--- config.mk ---
export PLATFORM = sky130hd
export DESIGN_NAME = fmap_win_buf
export DESIGN_NICKNAME = d
export VERILOG_FILES = /design/src/rtl/fmap_win_buf.sv
export SDC_FILE = /design/constraint.sdc
export NUM_CORES = 2
export LEC_CHECK = 0
export BUFFER_PORTS_ARGS = -buffer_cell sky130_fd_sc_hd__clkbuf_2
export CORE_UTILIZATION = 46
export DETAILED_ROUTE_END_ITERATION = 8
export SYNTH_ARGS = -nofsm -noshare
export SYNTH_HDL_FRONTEND = slang
export SYNTH_SLANG_ARGS = --single-unit
--- constraint.sdc ---
create_clock -name clk -period 7.1 [get_ports clk]
set_input_delay 0 -clock clk [delete_from_list [all_inputs] [get_ports clk]]
set_output_delay 0 -clock clk [all_outputs]
set_load 0.02 [all_outputs]
--- src/rtl/fmap_win_buf.sv ---
// Feature-map window buffer: raster writes fill a bank, then a scan emits every KxK window (stride 1).
// Define FMAP_WIN_BUF_PINGPONG_EN for two ping-pong banks; the default build has a single bank.
module fmap_win_buf #(
   parameter int DW    = 18,
   parameter int MAP_W = 11,
   parameter int MAP_H = 11,
   parameter int K     = 2
) (
   input  logic              clk,
   input  logic              rst_n,
   input  logic              wr,
   input  logic [DW-1:0]     din,
   output logic              wr_rdy,
   input  logic              start,
   output logic              busy,
   output logic              win_vld,
   input  logic              win_rdy,
   output logic [K*K*DW-1:0] win_data,
   output logic              win_last,
   output logic              done
);
   localparam int N  = MAP_W * MAP_H;
`ifdef FMAP_WIN_BUF_PINGPONG_EN
   localparam int NB = 2;
`else
   localparam int NB = 1;
`endif
   localparam int AW = (NB * N > 1) ? $clog2(NB * N) : 1;
   localparam int PW = (N > 1) ? $clog2(N) : 1;
   localparam int RW = $clog2(MAP_H + 1);
   localparam int CW = $clog2(MAP_W + 1);
   localparam logic [RW-1:0] R_LAST = RW'(MAP_H - K);
   localparam logic [CW-1:0] C_LAST = CW'(MAP_W - K);
   localparam logic [PW-1:0] P_LAST = PW'(N - 1);

   typedef enum logic {IDLE, SCAN} state_t;

   logic [DW-1:0]      mem [NB*N];
   state_t             state_q, state_d;
   logic [PW-1:0]      wr_ptr_q, wr_ptr_d;
   logic [1:0]         full_q, full_d;
   logic               wr_bank_q, wr_bank_d, rd_bank_q, rd_bank_d;
   logic [RW-1:0]      row_q, row_d, ld_r;
   logic [CW-1:0]      col_q, col_d, ld_c;
   logic               win_vld_q, win_vld_d, win_last_q, win_last_d, done_q, done_d;
   logic [K*K*DW-1:0]  win_data_q, win_data_d, win_rd;
   logic               wr_fire, hs, start_ok, load;

`ifdef FMAP_WIN_BUF_PINGPONG_EN
   assign wr_rdy = ~&full_q;
`else
   assign wr_rdy = ~|full_q;
`endif
   assign busy     = (state_q == SCAN);
   assign win_vld  = win_vld_q;
   assign win_last = win_last_q;
   assign win_data = win_data_q;
   assign done     = done_q;

   assign wr_fire  = wr & wr_rdy;
   assign hs       = win_vld_q & win_rdy;
   // start is judged against registered full state, so a bank completing this cycle cannot be scanned yet
   assign start_ok = start && (state_q == IDLE) && full_q[rd_bank_q];

   always_ff @(posedge clk) begin
      if (wr_fire) mem[AW'(int'(wr_bank_q) * N + int'(wr_ptr_q))] <= din;
   end

   // Origin of the window to capture this cycle: (0,0) on start, next origin on a handshake
   always_comb begin
      load = 1'b0;
      ld_r = '0;
      ld_c = '0;
      if (start_ok) begin
         load = 1'b1;
      end else if (hs && !win_last_q) begin
         load = 1'b1;
         if (col_q == C_LAST) begin
            ld_r = row_q + 1'b1;
         end else begin
            ld_r = row_q;
            ld_c = col_q + 1'b1;
         end
      end
   end

   genvar gi, gj;
   generate
      for (gi = 0; gi < K; gi++) begin : g_row
         for (gj = 0; gj < K; gj++) begin : g_col
            assign win_rd[(gi*K+gj)*DW +: DW] =
               mem[AW'(int'(rd_bank_q) * N + (int'(ld_r) + gi) * MAP_W + int'(ld_c) + gj)];
         end
      end
   endgenerate

   always_comb begin
      state_d    = state_q;
      wr_ptr_d   = wr_ptr_q;
      full_d     = full_q;
      wr_bank_d  = wr_bank_q;
      rd_bank_d  = rd_bank_q;
      row_d      = row_q;
      col_d      = col_q;
      win_vld_d  = win_vld_q;
      win_last_d = win_last_q;
      win_data_d = win_data_q;
      done_d     = 1'b0;

      if (wr_fire) begin
         if (wr_ptr_q == P_LAST) begin
            wr_ptr_d          = '0;
            full_d[wr_bank_q] = 1'b1;
`ifdef FMAP_WIN_BUF_PINGPONG_EN
            wr_bank_d         = ~wr_bank_q;
`endif
         end else begin
            wr_ptr_d = wr_ptr_q + 1'b1;
         end
      end

      if (start_ok) begin
         state_d   = SCAN;
         win_vld_d = 1'b1;
      end else if (hs && win_last_q) begin
         state_d           = IDLE;
         win_vld_d         = 1'b0;
         win_last_d        = 1'b0;
         done_d            = 1'b1;
         full_d[rd_bank_q] = 1'b0;
`ifdef FMAP_WIN_BUF_PINGPONG_EN
         rd_bank_d         = ~rd_bank_q;
`endif
      end

      if (load) begin
         row_d      = ld_r;
         col_d      = ld_c;
         win_last_d = (ld_r == R_LAST) && (ld_c == C_LAST);
         win_data_d = win_rd;
      end
   end

   always_ff @(posedge clk or negedge rst_n) begin
      if (!rst_n) begin
         state_q    <= IDLE;
         wr_ptr_q   <= '0;
         full_q     <= '0;
         wr_bank_q  <= 1'b0;
         rd_bank_q  <= 1'b0;
         row_q      <= '0;
         col_q      <= '0;
         win_vld_q  <= 1'b0;
         win_last_q <= 1'b0;
         win_data_q <= '0;
         done_q     <= 1'b0;
      end else begin
         state_q    <= state_d;
         wr_ptr_q   <= wr_ptr_d;
         full_q     <= full_d;
         wr_bank_q  <= wr_bank_d;
         rd_bank_q  <= rd_bank_d;
         row_q      <= row_d;
         col_q      <= col_d;
         win_vld_q  <= win_vld_d;
         win_last_q <= win_last_d;
         win_data_q <= win_data_d;
         done_q     <= done_d;
      end
   end
endmodule

### Yosys cells after proc, flatten, opt, wreduce, memory -nomap -nowiden

Memories as Yosys holds them, arrays and structs flattened. A register that Yosys moved wholly into a read port is not among the register bits.
Index checks and enable logic that the tools add are counted.

* add/sub/neg operators: 8
* $mul: 2
* equality and inequality tests: 5
* multiplexer cells: 21
* bitwise gates (word level): 3
* reductions and logical operators: 15

Operators with widths (number)
* $mux W4: 6
* $add A7 B1 Y7 const B: 3
* $add A7 B4 Y7: 2
* $mux W1: 14
* $eq A4 B4 Y1 const B: 3
* $add A4 B1 Y4 const B: 2
* $eq A7 B7 Y1 const B: 1
* $mul A4 B4 Y7 const B: 1
* $mul A5 B4 Y7 const B: 1
* $mux W7: 1
* $logic_not A1 Y1: 6
* $add A4 B1 Y5 const B: 1
* $logic_and A1 B1 Y1: 5
* $reduce_bool A2 Y1: 2
* $and A1 B1 Y1: 2
* $ne A2 B1 Y1 const B: 1
* $reduce_and A2 Y1: 1
* $reduce_or A2 Y1: 1
* $not A1 Y1: 1

* register bits: 20
* bits in writable memories: 2178
* input port bits: 23
* output and inout bits: 77
* word-level logic and storage cells: 62
* memories kept: 1

Memory list
* mem: depth 121, bits a word 18, rd ports 4, clocked after Yosys merged registers in 4, wr ports 1, RTL line 38 `logic [DW-1:0] mem [NB*N];`

### Depth between registers and ports, before layout

* depth after elaboration: 8
* gate-level depth with buffers: 25
* mapped depth without buffers: 22

### Worst setup path before layout

Ideal clock, no wire load.

* kind: flip-flop to flip-flop
* start: register win_vld_q, in the netlist win_vld
* end: register win_data_q[26], in the netlist win_data[26] (read register of mem)
* setup time: 0.136 ns
* data arrival time: 5.597 ns
* data required time: 6.964 ns
* setup slack: 1.367 ns
* stages on the path, launching flop included: 23
* buffers on the path: 10
* period minus slack after synthesis: 5.733 ns
* cells stage by stage: dfrtp_1 nand2_1 or2_2 clkbuf_1 nor2_1 inv_1 ha_1 buf_2 inv_2 buf_2 buf_2 buf_2 buf_2 ha_1 clkbuf_1 clkbuf_1 buf_1 clkbuf_1 mux4_2 a211oi_1 a211oi_1 o311ai_0 a21oi_1

* longest elaborated chain between the ends: 7
* elaborated cells on any way between the ends: 14
* classes of those cells: 2 x add/sub; 1 x mul; 6 x mux; 2 x bitwise; 3 x reduce/logical

Ends and longest elaborated chain
* from (decl): RTL line 45 `logic win_vld_q, win_vld_d, win_last_q, win_last_d, done_q, done_d;`
* from (signal assigned): RTL line 165 `win_vld_q <= win_vld_d;`
* $and A1 B1 Y1 / $not A1 Y1 (equally long branches)
* $logic_and A1 B1 Y1, on equally long branches
* $mux W4 / $logic_and A1 B1 Y1 (equally long branches)
* $mux W4 (*): RTL line 74 `if (start_ok) begin`
* net ld_r[0]: RTL line 43 `logic [RW-1:0] row_q, row_d, ld_r;`
* $mul A4 B4 Y7 (*): RTL line 92 `mem[AW'(int'(rd_bank_q) * N + (int'(ld_r) + gi) * MAP_W + int'(ld_c) + gj)];`
* $add A7 B4 Y7 (*): RTL line 92
* $add A7 B1 Y7 (*): RTL line 92
* to (decl): RTL line 46 `logic [K*K*DW-1:0] win_data_q, win_data_d, win_rd;`

The timed path passes the listed nets; every way through them passes the cells marked *.
A chain may end at the register's enable or synchronous reset.

### Worst setup path in the final report

* start: register col_q[1]
* end: register win_data_q[0], in the netlist win_data[0] (read register of mem)

* longest elaborated chain between the ends: 6
* elaborated cells on any way between the ends: 10
* classes of those cells: 2 x add/sub; 1 x mul; 1 x eq/ne; 6 x mux

Ends and longest elaborated chain
* from (decl): RTL line 44 `logic [CW-1:0] col_q, col_d, ld_c;`
* from (signal assigned): RTL line 164 `col_q <= col_d;`
* $eq A4 B4 Y1: RTL line 78 `if (col_q == C_LAST) begin`
* $mux W4: RTL line 78
* $mux W4: RTL line 76 `end else if (hs && !win_last_q) begin`
* $mux W4: RTL line 74
* net ld_r[0]: RTL line 43
* $mul A4 B4 Y7: RTL line 92
* $add A7 B4 Y7: RTL line 92

The timed path passes the listed nets, and every way through them passes these cells.

==> results_dict.tcl <==
set metrics [dict create \
    status "complete, no violations" \
    dieArea_um2 309100 \
    finalHoldViolCount 0 \
    syn-num-nets 8205 \
    fin_skew_ps 57.70 \
    ys_seq_area_share_pct 47.94 \
    maxCapViolCount 0 \
    period_share_pct 98.83 \
    seqPwrFrac_pct 49.6 \
    critPathMaxStageDelay_ps 1070 \
    ys_ff_latch 2269 \
    finalNonFillerCells 12550 \
    powerDensity_nw_per_um2 191.9 \
    synth_ff_type "edfxtp_1" \
    via_per_inst 7.797 \
    crit_required_ps 7950 \
    synth_most_common_cell "mux4_2" \
    internal_power_uw 23360 \
    setup_violations 0 \
    drtIter0Drc 16720 \
    synth-edff-count 2178 \
    antenna_found_initial 63 \
    power_leakage_uw 0.05234 \
    worst_hold_slack_ps 137.4 \
    cts_root_buffer "clkbuf_16" \
    placed_area_um2 149300 \
    crit_fanout 29 \
    fp-row-count 203 \
    place_congestion 1.003 \
    worstReg2RegStart "col_q[1]$_DFFE_PN0P_" \
    rsz0062_at_grt "no" \
    cts_tree "yes" \
    synth.cell_area_um2 141200 \
    dpl.hpwl_mm 368.7 \
    crit_path_start_kind "flip-flop" \
    initial_core_util_pct 46.20 \
    synthArstFlopShare_pct 4.011 \
    nets 8293 \
    track_usage_pct 37.55 \
    cp-end-kind "flip-flop" \
    crit_slowest_cell "nor3_1" \
    yosys-top-cells-count "mux4_2 (2322), edfxtp_1 (2178), nand2_1 (744), mux2i_1 (484), clkbuf_1 (342)" \
    port_buffers 99 \
    grt-ovfl-total 0 \
    p_sw_uw 7039 \
    ir_worst_vdd_v 0.0001611 \
    ant_nets 0 \
    timing.rr.end "win_data[0]$_DFFE_PN0P_" \
    ys_warn_count 0 \
    area_growth_pct 12.19 \
    comb_power_share_pct 4.5 \
    syn_area_per_cell_um2 17.35 \
    io_pins 100 \
    grt_pass1_vias 92280 \
    routed_wirelength_mm 583.3 \
    drive_above_1_share_pct 41.71 \
    power.share.clock_pct 45.9 \
    synth_top_cell_by_area "edfxtp_1" \
    synth.distinct_cells 68 \
    synth_area_leaders "edfxtp_1 (46%), mux4_2 (37%), mux2i_1 (3.4%)" \
    htreeDepth 5 \
    worst_r2r_path_depth 21 \
    fmax_mhz 142.5 \
    worst_pin_slew_ps 1351 \
    grt_max_degree 149 \
    path_clk_slew_ps 60 \
    report.final.slew_viol_count 0 \
    worstPathArrival_ps 7870 \
    clock_sinks 2269 \
    dieWidth_um 556.0 \
    route.detailed.drc 0 \
    max_slew_margin_pct 9.261 \
    vias 97840 \
    hold_depth 2 \
    die_y_um 556.0 \
    power_switching_share_pct 23.16 \
    crit_start "col_q[1]$_DFFE_PN0P_" \
    dp.cells 12020 \
    hold_class "primary input to flip-flop" \
    wl_per_cell_um 46.49 \
    cts_buffer_depth 4 \
    rrSetupSlack_ps 80 \
    period_needed_ps 7017 \
    synth_top_area_share_pct 46.33 \
    cts_buffers 267 \
    holdPathEnd "mem[22][16]$_DFFE_PP_" \
    worstSkewPairLatency_ps 940 \
    path_class "flip-flop to flip-flop" \
    hp-start "din[16]" \
    design_area_um2 158400 \
    drt_first_pass_iters 6 \
    grt_pass1_wl_mm 789.6 \
    fp.coreArea_um2 305600 \
    worstPathCellList "inv_1 -> ha_1 -> nand3b_4 -> xor2_1 -> nor2_1 -> inv_1 -> ha_1 -> inv_1 -> ha_1 -> ha_4 -> fa_4 -> nand2_4 -> buf_4 -> o221ai_1 -> o22ai_1 -> a211oi_1 -> nor3_2 -> nor3_1 -> buf_4 -> a21oi_1 -> o21ai_0" \
    synthCells 8136 \
]
==> power groups by stage <==
stage	Clock (uW)	Sequential (uW)	Combinational [uW]
after floorplan	0	15300	539
after global placement	0	15300	1280
after detailed placement	0	15300	1290
after CTS	14000	15100	1310
after global routing	14500	15100	1380
final	14000	15100	1370
==> how the worst max path moves through the flow <==
stage / endpoint / cells past startpoint
after floorplan: win_data[26]$_DFFE_PN0P_ / 22
after global placement: win_data[20]$_DFFE_PN0P_ / 21
after detailed placement: win_data[56]$_DFFE_PN0P_ / 19
after CTS: win_data[61]$_DFFE_PN0P_ / 20
after global routing: win_data[64]$_DFFE_PN0P_ / 22
final: win_data[0]$_DFFE_PN0P_ / 21
==> routing by layer <==
| metal | share of wire (%) | up-vias | wire length, um | GRT usage (%) |
|---|---|---|---|---|
| li1 | - | 35840 | - | - |
| met1 | 34 | 51780 | 199100 | 48.87 |
| met2 | 42 | 8609 | 243800 | 51.87 |
| met3 | 17 | 1579 | 99480 | 17.15 |
| met4 | 7.0 | 38 | 40660 | 21.20 |
| met5 | 0.046 | - | 271 | 0.1563 |
==> timing repair <==
item	CTS	global route
hold endpoints to repair	969	0
setup endpoints to repair	0	8
setup buffers	0	7
hold buffers	27	0
resized for setup	0	7
==> cell type report <==
| class | instances | area [um2] |
|---|---|---|
| Inverter | 25 | 101.3 |
| Clock buffer | 335 | 7289 |
| Antenna cell | 16 | 40.04 |
| Sequential cell | 2269 | 67680 |
| Clock inverter | 142 | 1363 |
| Fill cell | 24100 | 147200 |
| Timing Repair Buffer | 641 | 5981 |
| Tap cell | 4100 | 5130 |
| Multi-Input combinational cell | 5020 | 70790 |
==> layout by cell type (no fill, tap or decap), types with 24 or more instances in the layout <==
master and instances:
and3_1 40, o211ai_1 41, a31oi_1 61, clkbuf_2 80, ha_1 34, a211oi_1 200, clkinv_2 43, nor2b_1 47
dfrtp_1 91, nor3_1 40, inv_1 24, mux2i_1 484, nand3_1 209, nor2_2 60, buf_4 430, o21ai_0 75
o22ai_1 75, dlygate4sd3_1 27, o221ai_1 142, a21oi_1 79, nor2_1 76, clkinv_1 42, mux4_2 2322, buf_12 104
nor2_4 57, clkbuf_1 44, nand2_1 741, edfxtp_1 2178, clkbuf_16 277
==> registers in the layout, summed over array words and instances (netlist names) <==
signal    cells
mem        2178
win_data     72
wr_ptr_q      7
col_q         4
row_q         4
done          1
full_q        1
win_last      1
win_vld       1
==> worst max-delay path: cells and delay by family, from the launching register on <==
kind / cells / cell delay (ps)
adders and majority gates: 5 / 2010
xor gates and xnor gates: 1 / 180
AOI/OAI and AO/OA: 5 / 1180
and+or+nand+nor: 5 / 1990
DFF: 1 / 390
buffers and inverters: 5 / 1150
==> logic make-up after synthesis <==
| group | count (synthesis) | synth area share, % |
|---|---|---|
| flops | 2269 | 47.94 |
| fa+ha+maj | 46 | 0.4449 |
| xor+xnor | 42 | 0.3767 |
| compound gates | 797 | 4.077 |
| mux | 2810 | 40.51 |
| buf+inv | 847 | 2.645 |
| simple gates | 1325 | 4.005 |
==> through the flow <==
step | setup slack [ps] | TNS [ps] | total power (uW) | util, %
3_3_place_gp | -766.3 | -766.3 | 16600 | 48.86
2_1_floorplan | 1367 | 0 | 15810 | -
4_1_cts | 99.50 | 0 | 30360 | 51.79
6_report | 83.14 | 0 | 30400 | 51.83
5_1_grt | 19.86 | 0 | 30930 | 51.82
3_5_place_dp | 124.4 | 0 | 16640 | 48.87
Note: power is estimated with default switching activity, not from simulation.
